`config.mk`:
```
export PLATFORM = sky130hd
export DESIGN_NAME = mux_scan_nch
export DESIGN_NICKNAME = d
export VERILOG_FILES = /design/src/rtl/mux_scan_pkg.sv /design/src/rtl/mux_scan_next_ch.sv /design/src/rtl/mux_scan_nch.sv
export SDC_FILE = /design/constraint.sdc
export NUM_CORES = 1
export LEC_CHECK = 0
export ABC_AREA = 1
export BUFFER_PORTS_ARGS = -buffer_cell sky130_fd_sc_hd__buf_2
export CORE_MARGIN = 10
export CORE_UTILIZATION = 40
export DETAILED_ROUTE_END_ITERATION = 12
export SYNTH_ARGS = -nofsm -noshare
export SYNTH_HDL_FRONTEND = slang
export SYNTH_SLANG_ARGS = --single-unit
```
`constraint.sdc`:
```
create_clock -name clk_in -period 1.7 [get_ports clk_in]
set_input_delay 0.255 -clock clk_in [delete_from_list [all_inputs] [get_ports clk_in]]
set_output_delay 0.255 -clock clk_in [all_outputs]
set_load 0.005 [all_outputs]
```
`src/rtl/mux_scan_pkg.sv`:
```
// mux_scan_pkg: shared FSM state encoding and mode constants for the N-channel scan mux.
package mux_scan_pkg;
    typedef enum logic [1:0] {
        ST_IDLE   = 2'd0,
        ST_MANUAL = 2'd1,
        ST_AUTO   = 2'd2
    } state_t;
    localparam logic MODE_MANUAL = 1'b0;
    localparam logic MODE_AUTO   = 1'b1;
endpackage

```
`src/rtl/mux_scan_next_ch.sv`:
```
// mux_scan_next_ch: finds the next active channel after ch in round-robin order.
module mux_scan_next_ch #(
    parameter int NUM_CH = 8,
    localparam int SEL_W = $clog2(NUM_CH)
) (
    input  logic [SEL_W-1:0]  ch,
    input  logic [NUM_CH-1:0] mask,
    output logic [SEL_W-1:0]  next,
    output logic              wrapped,
    output logic              none_active
);
    localparam logic [SEL_W:0] NCH = (SEL_W+1)'(NUM_CH);
    logic [SEL_W:0] sum;
    logic [SEL_W-1:0] idx;
    logic found;
    always_comb begin
        next = ch;
        wrapped = 1'b0;
        found = 1'b0;
        sum = '0;
        idx = '0;
        none_active = ~|mask;
        // i == NUM_CH lands back on ch itself, so a lone active channel wraps onto itself
        for (int i = 1; i <= NUM_CH; i++) begin
            sum = {1'b0, ch} + (SEL_W+1)'(i);
            idx = sum >= NCH ? SEL_W'(sum - NCH) : sum[SEL_W-1:0];
            if (mask[idx] && !found) begin
                found = 1'b1;
                next = idx;
                wrapped = sum >= NCH;
            end
        end
    end
endmodule

```
`src/rtl/mux_scan_nch.sv`:
```
// mux_scan_nch: registered N-channel mux with manual select and dwell-timed auto-scan.
// Optional MUX_SCAN_MASK_EN adds mask_in to skip/blank inactive channels.
module mux_scan_nch
    import mux_scan_pkg::*;
#(
    parameter int NUM_CH  = 8,
    parameter int DATA_W  = 1,
    parameter int DWELL_W = 8,
    localparam int SEL_W  = $clog2(NUM_CH)
) (
    input  logic                     clk_in,
    input  logic                     rst_in,
    input  logic                     en_in,
    input  logic                     mode_in,
    input  logic [SEL_W-1:0]         sel_in,
    input  logic [DWELL_W-1:0]       dwell_in,
    input  logic [NUM_CH*DATA_W-1:0] d_in,
`ifdef MUX_SCAN_MASK_EN
    input  logic [NUM_CH-1:0]        mask_in,
`endif
    output logic [DATA_W-1:0]        y_out,
    output logic [SEL_W-1:0]         ch_out,
    output logic                     ch_valid_out,
    output logic                     wrap_out
);
    localparam logic [SEL_W:0] NCH = (SEL_W+1)'(NUM_CH);
    localparam logic [SEL_W-1:0] LAST = SEL_W'(NUM_CH - 1);
    state_t state;
    logic [DWELL_W-1:0] cnt, lim_m1;
    logic [SEL_W-1:0] next_ch, step_ch;
    logic [DATA_W-1:0] ch_data [NUM_CH];
    logic [DATA_W-1:0] slice;
    logic auto_run, adv, step_wrap, act, sel_ok;
    for (genvar k = 0; k < NUM_CH; k++) begin : g_ch
        assign ch_data[k] = d_in[k*DATA_W +: DATA_W];
    end
`ifdef MUX_SCAN_MASK_EN
    logic none;
    mux_scan_next_ch #(.NUM_CH(NUM_CH)) u_next (
        .ch(ch_out),
        .mask(mask_in),
        .next(step_ch),
        .wrapped(step_wrap),
        .none_active(none)
    );
    assign act = mask_in[next_ch] & ~none;
`else
    assign step_ch = ch_out == LAST ? '0 : ch_out + SEL_W'(1);
    assign step_wrap = ch_out == LAST;
    assign act = 1'b1;
`endif
    always_comb begin
        sel_ok = {1'b0, sel_in} < NCH;
        auto_run = state == ST_AUTO && mode_in == MODE_AUTO;
        lim_m1 = dwell_in == '0 ? '0 : dwell_in - DWELL_W'(1);
        // >= so a dwell shortened below the running count advances immediately
        adv = auto_run && cnt >= lim_m1;
        next_ch = mode_in == MODE_MANUAL ? (sel_ok ? sel_in : ch_out) : (adv ? step_ch : ch_out);
        slice = act ? ch_data[next_ch] : '0;
    end
    always_ff @(posedge clk_in or posedge rst_in) begin
        if (rst_in) begin
            state <= ST_IDLE;
            cnt <= '0;
            ch_out <= '0;
            y_out <= '0;
            ch_valid_out <= 1'b0;
            wrap_out <= 1'b0;
        end else if (en_in) begin
            state <= mode_in == MODE_AUTO ? ST_AUTO : ST_MANUAL;
            cnt <= auto_run && !adv ? cnt + DWELL_W'(1) : '0;
            ch_out <= next_ch;
            y_out <= slice;
            ch_valid_out <= next_ch != ch_out;
            wrap_out <= adv && step_wrap;
        end else begin
            ch_valid_out <= 1'b0;
            wrap_out <= 1'b0;
        end
    end
endmodule

```
==> flow_metrics.env <==
export IMPL_outcome="finished, violations left"
export IMPL_violations="setup timing"
export IMPL_clk_pin_slew_worst_paths_ns=0.10
export IMPL_first_iter_violations=87
export IMPL_holdWs_ns=0.04281
export IMPL_post_route_drc_count=0
export IMPL_gp_congestion=0.8105
export IMPL_route_vias_total=1402
export IMPL_p_leak_nw=1.025
export IMPL_path_buf_inv=6
export IMPL_core_area_um2=3128
export IMPL_worst_pin_slew_ns=0.6578
export IMPL_ir_worst_vdd_mv=0.5598
export IMPL_path_class="input port to flip-flop"
export IMPL_slew_violations=0
export IMPL_yosysTopAreaCellShare_pct=29.93
export IMPL_finClkSkew_ns=0.003338
export IMPL_p_per_area_nw_per_um2=504.7
export IMPL_synth_edf_count=0
export IMPL_wl_per_cell_um=12.86
export IMPL_grt_pass1_wl_um=6085
export IMPL_grt_setup_unrepaired="true"
export IMPL_period_needed_ns=2.278
export IMPL_start_kind="input port"
export IMPL_grt_pass1_vias=1382
export IMPL_cts_sinks=16
export IMPL_ys_async_sr_fraction_pct=100.0
export IMPL_synth_distinct_cells=27
export IMPL_slowest_stage="ha_1"
export IMPL_slew_headroom_pct=56.10
export IMPL_synthesis_area_um2=1338
export IMPL_synth_largest_area_cell="dfrtp_1"
export IMPL_clk_latency_ns=0.29
export IMPL_critPathMaxFanout=5
export IMPL_grt_overflow_total=0
export IMPL_hold_class="input port to async pin"
export IMPL_synth_cells=185
export IMPL_cp_slowest_stage_delay_ns=0.25
export IMPL_path_cells="buf_8 -> inv_12 -> ha_4 -> inv_2 -> nor2_4 -> inv_4 -> nor3_4 -> inv_2 -> nand3_2 -> ha_1 -> a21o_1 -> nor2_4 -> nand3_4 -> nand2_4 -> nand2_2 -> nand3_2 -> nand2_4 -> inv_1 -> nand3_1 -> nand3_1 -> nand3_1"
export IMPL_vias_per_cell=4.919
export IMPL_drive_gt1_share_pct=46.89
export IMPL_root_buffer="clkbuf_4"
export IMPL_fp_dieArea_um2=6057
export IMPL_ant_nets=0
export IMPL_antennaDiodeCount=0
export IMPL_layout_common_cells="nand2_1, buf_2, buf_4"
export IMPL_synth_nets=220
export IMPL_finalHoldViolations=0
export IMPL_synth_flop_cell="dfrtp_1"
export IMPL_antenna_found_initial=0
export IMPL_cts_tree="done"
export IMPL_cap_violations=0
export IMPL_cp_arrival_ns=2.45
export IMPL_fmax_mhz=438.9
export IMPL_setup_viol=14
export IMPL_syn_to_final_growth_pct=52.95
export IMPL_n_fill_cell=278
export IMPL_num_rows=20
export IMPL_start_util_pct=42.76
export IMPL_avgSynthCellArea_um2=7.230
export IMPL_finalPower_mw=1.033
export IMPL_hpwl_um=2815
export IMPL_critPathMostFrequentCell="nand3_1"
export IMPL_dieHeight_um=77.83
export IMPL_ys_warnings_count=0
export IMPL_fin_tns_setup_ns=-6.827
export IMPL_synth_area_leaders="dfrtp_1, ha_1, nand2_1"
export IMPL_seq_area_frac_synth_pct=29.93
export IMPL_cp_required_ns=1.88
export IMPL_cts_made_buffers=3
export IMPL_dr_pass1_iters=4
export IMPL_synth_seq_cells=16
export IMPL_worst_slack_ns=-0.5785
export IMPL_htreeDepth=1
export IMPL_layout_commonest_cell="nand2_1"
export IMPL_holdBufCountCts=0
export IMPL_cp_top_family="simple AND/OR/NAND/NOR gates"
export IMPL_final_util_pct=65.40
export IMPL_top_level_ports=29
export IMPL_dpl_cell_count=277
export IMPL_clock_path_buffers=2
export IMPL_fin_nets=277
export IMPL_finalWirelength_um=3666
export IMPL_finalCritPeriodShare_pct=134.0
export IMPL_port_buffers=28
export IMPL_dieWidth_um=77.83
export IMPL_stdcell_count=285
export IMPL_rrSetupSlack_ns=-0.30
export IMPL_cp_end_kind="flip-flop"
export IMPL_grt_usage_pct=11.94
export IMPL_grt_start_max_net_pins=17
## logic make-up after synthesis
group	count (synthesis)	share of synthesized area, %
simple gates	108	41.53
buf+inv	29	8.420
compound gates	17	6.922
flops	16	29.93
fa+ha+maj	12	11.23
xor+xnor	3	1.965
## metal layers
layer | wire (µm) | share of wire, % | vias to the layer above | GRT usage, %
met5 | 0 | 0 | - | 0
met4 | 9 | 0.25 | 0 | 2.007
met3 | 134 | 3.7 | 2 | 3.111
met2 | 1882 | 51 | 21 | 19.98
met1 | 1639 | 45 | 647 | 15.15
li1 | - | - | 732 | -
## final timing paths
check / from / to / depth (start not counted)
setup reg to reg: cnt[7] / y_out / 12
setup / recovery: dwell_in[1] / y_out / 21
max in group asynchronous: rst_in / cnt[4] / 2
min in group clk_in: en_in / cnt[0] / 3
hold / removal: rst_in / cnt[5] / 2
hold reg to reg: y_out / y_out / 2
## worst register-to-register path: cells and delay by family (launching register included)
kind / cells / cell delay (ns)
fa+ha+maj: 1 / 0.32
flops: 1 / 0.40
simple gates: 11 / 1.17
## sequential cells by signal, summed over array words and instances (netlist names)
name / flops
ch_out: 3
ch_valid_out: 1
cnt: 8
state: 2
wrap_out: 1
y_out: 1
## cell type report
cell class / instances / area (µm²) / area share, %
Clock buffer: 4 / 36.28 / 1.774
Inverter: 26 / 125.1 / 6.116
Multi-Input combinational cell: 140 / 1055 / 51.56
Sequential cell: 16 / 400.4 / 19.57
Tap cell: 44 / 55.05 / 2.691
Timing Repair Buffer: 55 / 374.1 / 18.29
## cell usage after synthesis, drive strengths merged (2+ instances only)
cell	number
nor3	6
clkbuf	2
xor2	2
a21o	2
nand4	7
a21oi	7
inv	26
o21ai	7
or2	7
nor2	22
nand2	39
nand3	23
nor4	2
dfrtp	16
ha	12
## per-stage QoR
stage / cell area (µm²) / setup slack [ns]
4_1_cts: 1961 / -0.5765
6_report: 2046 / -0.5785
3_3_place_gp: 1750 / -1.079
2_1_floorplan: 1398 / -0.6574
5_1_grt: 2046 / -0.7807
3_5_place_dp: 1750 / -1.138
## repair_timing
action	4_1_cts	5_1_grt
pin swaps	22	5
endpoints found under the setup margin	14	14
buffers inserted	3	1
gates resized for setup	36	16
hold endpoints to repair	0	0
## power by group
group	switching, mW	internal (mW)
clock	0.127	0.130
combinational	0.192	0.163
sequential	0.0186	0.402
total	0.337	0.695
(Power assumes the default switching activity.)
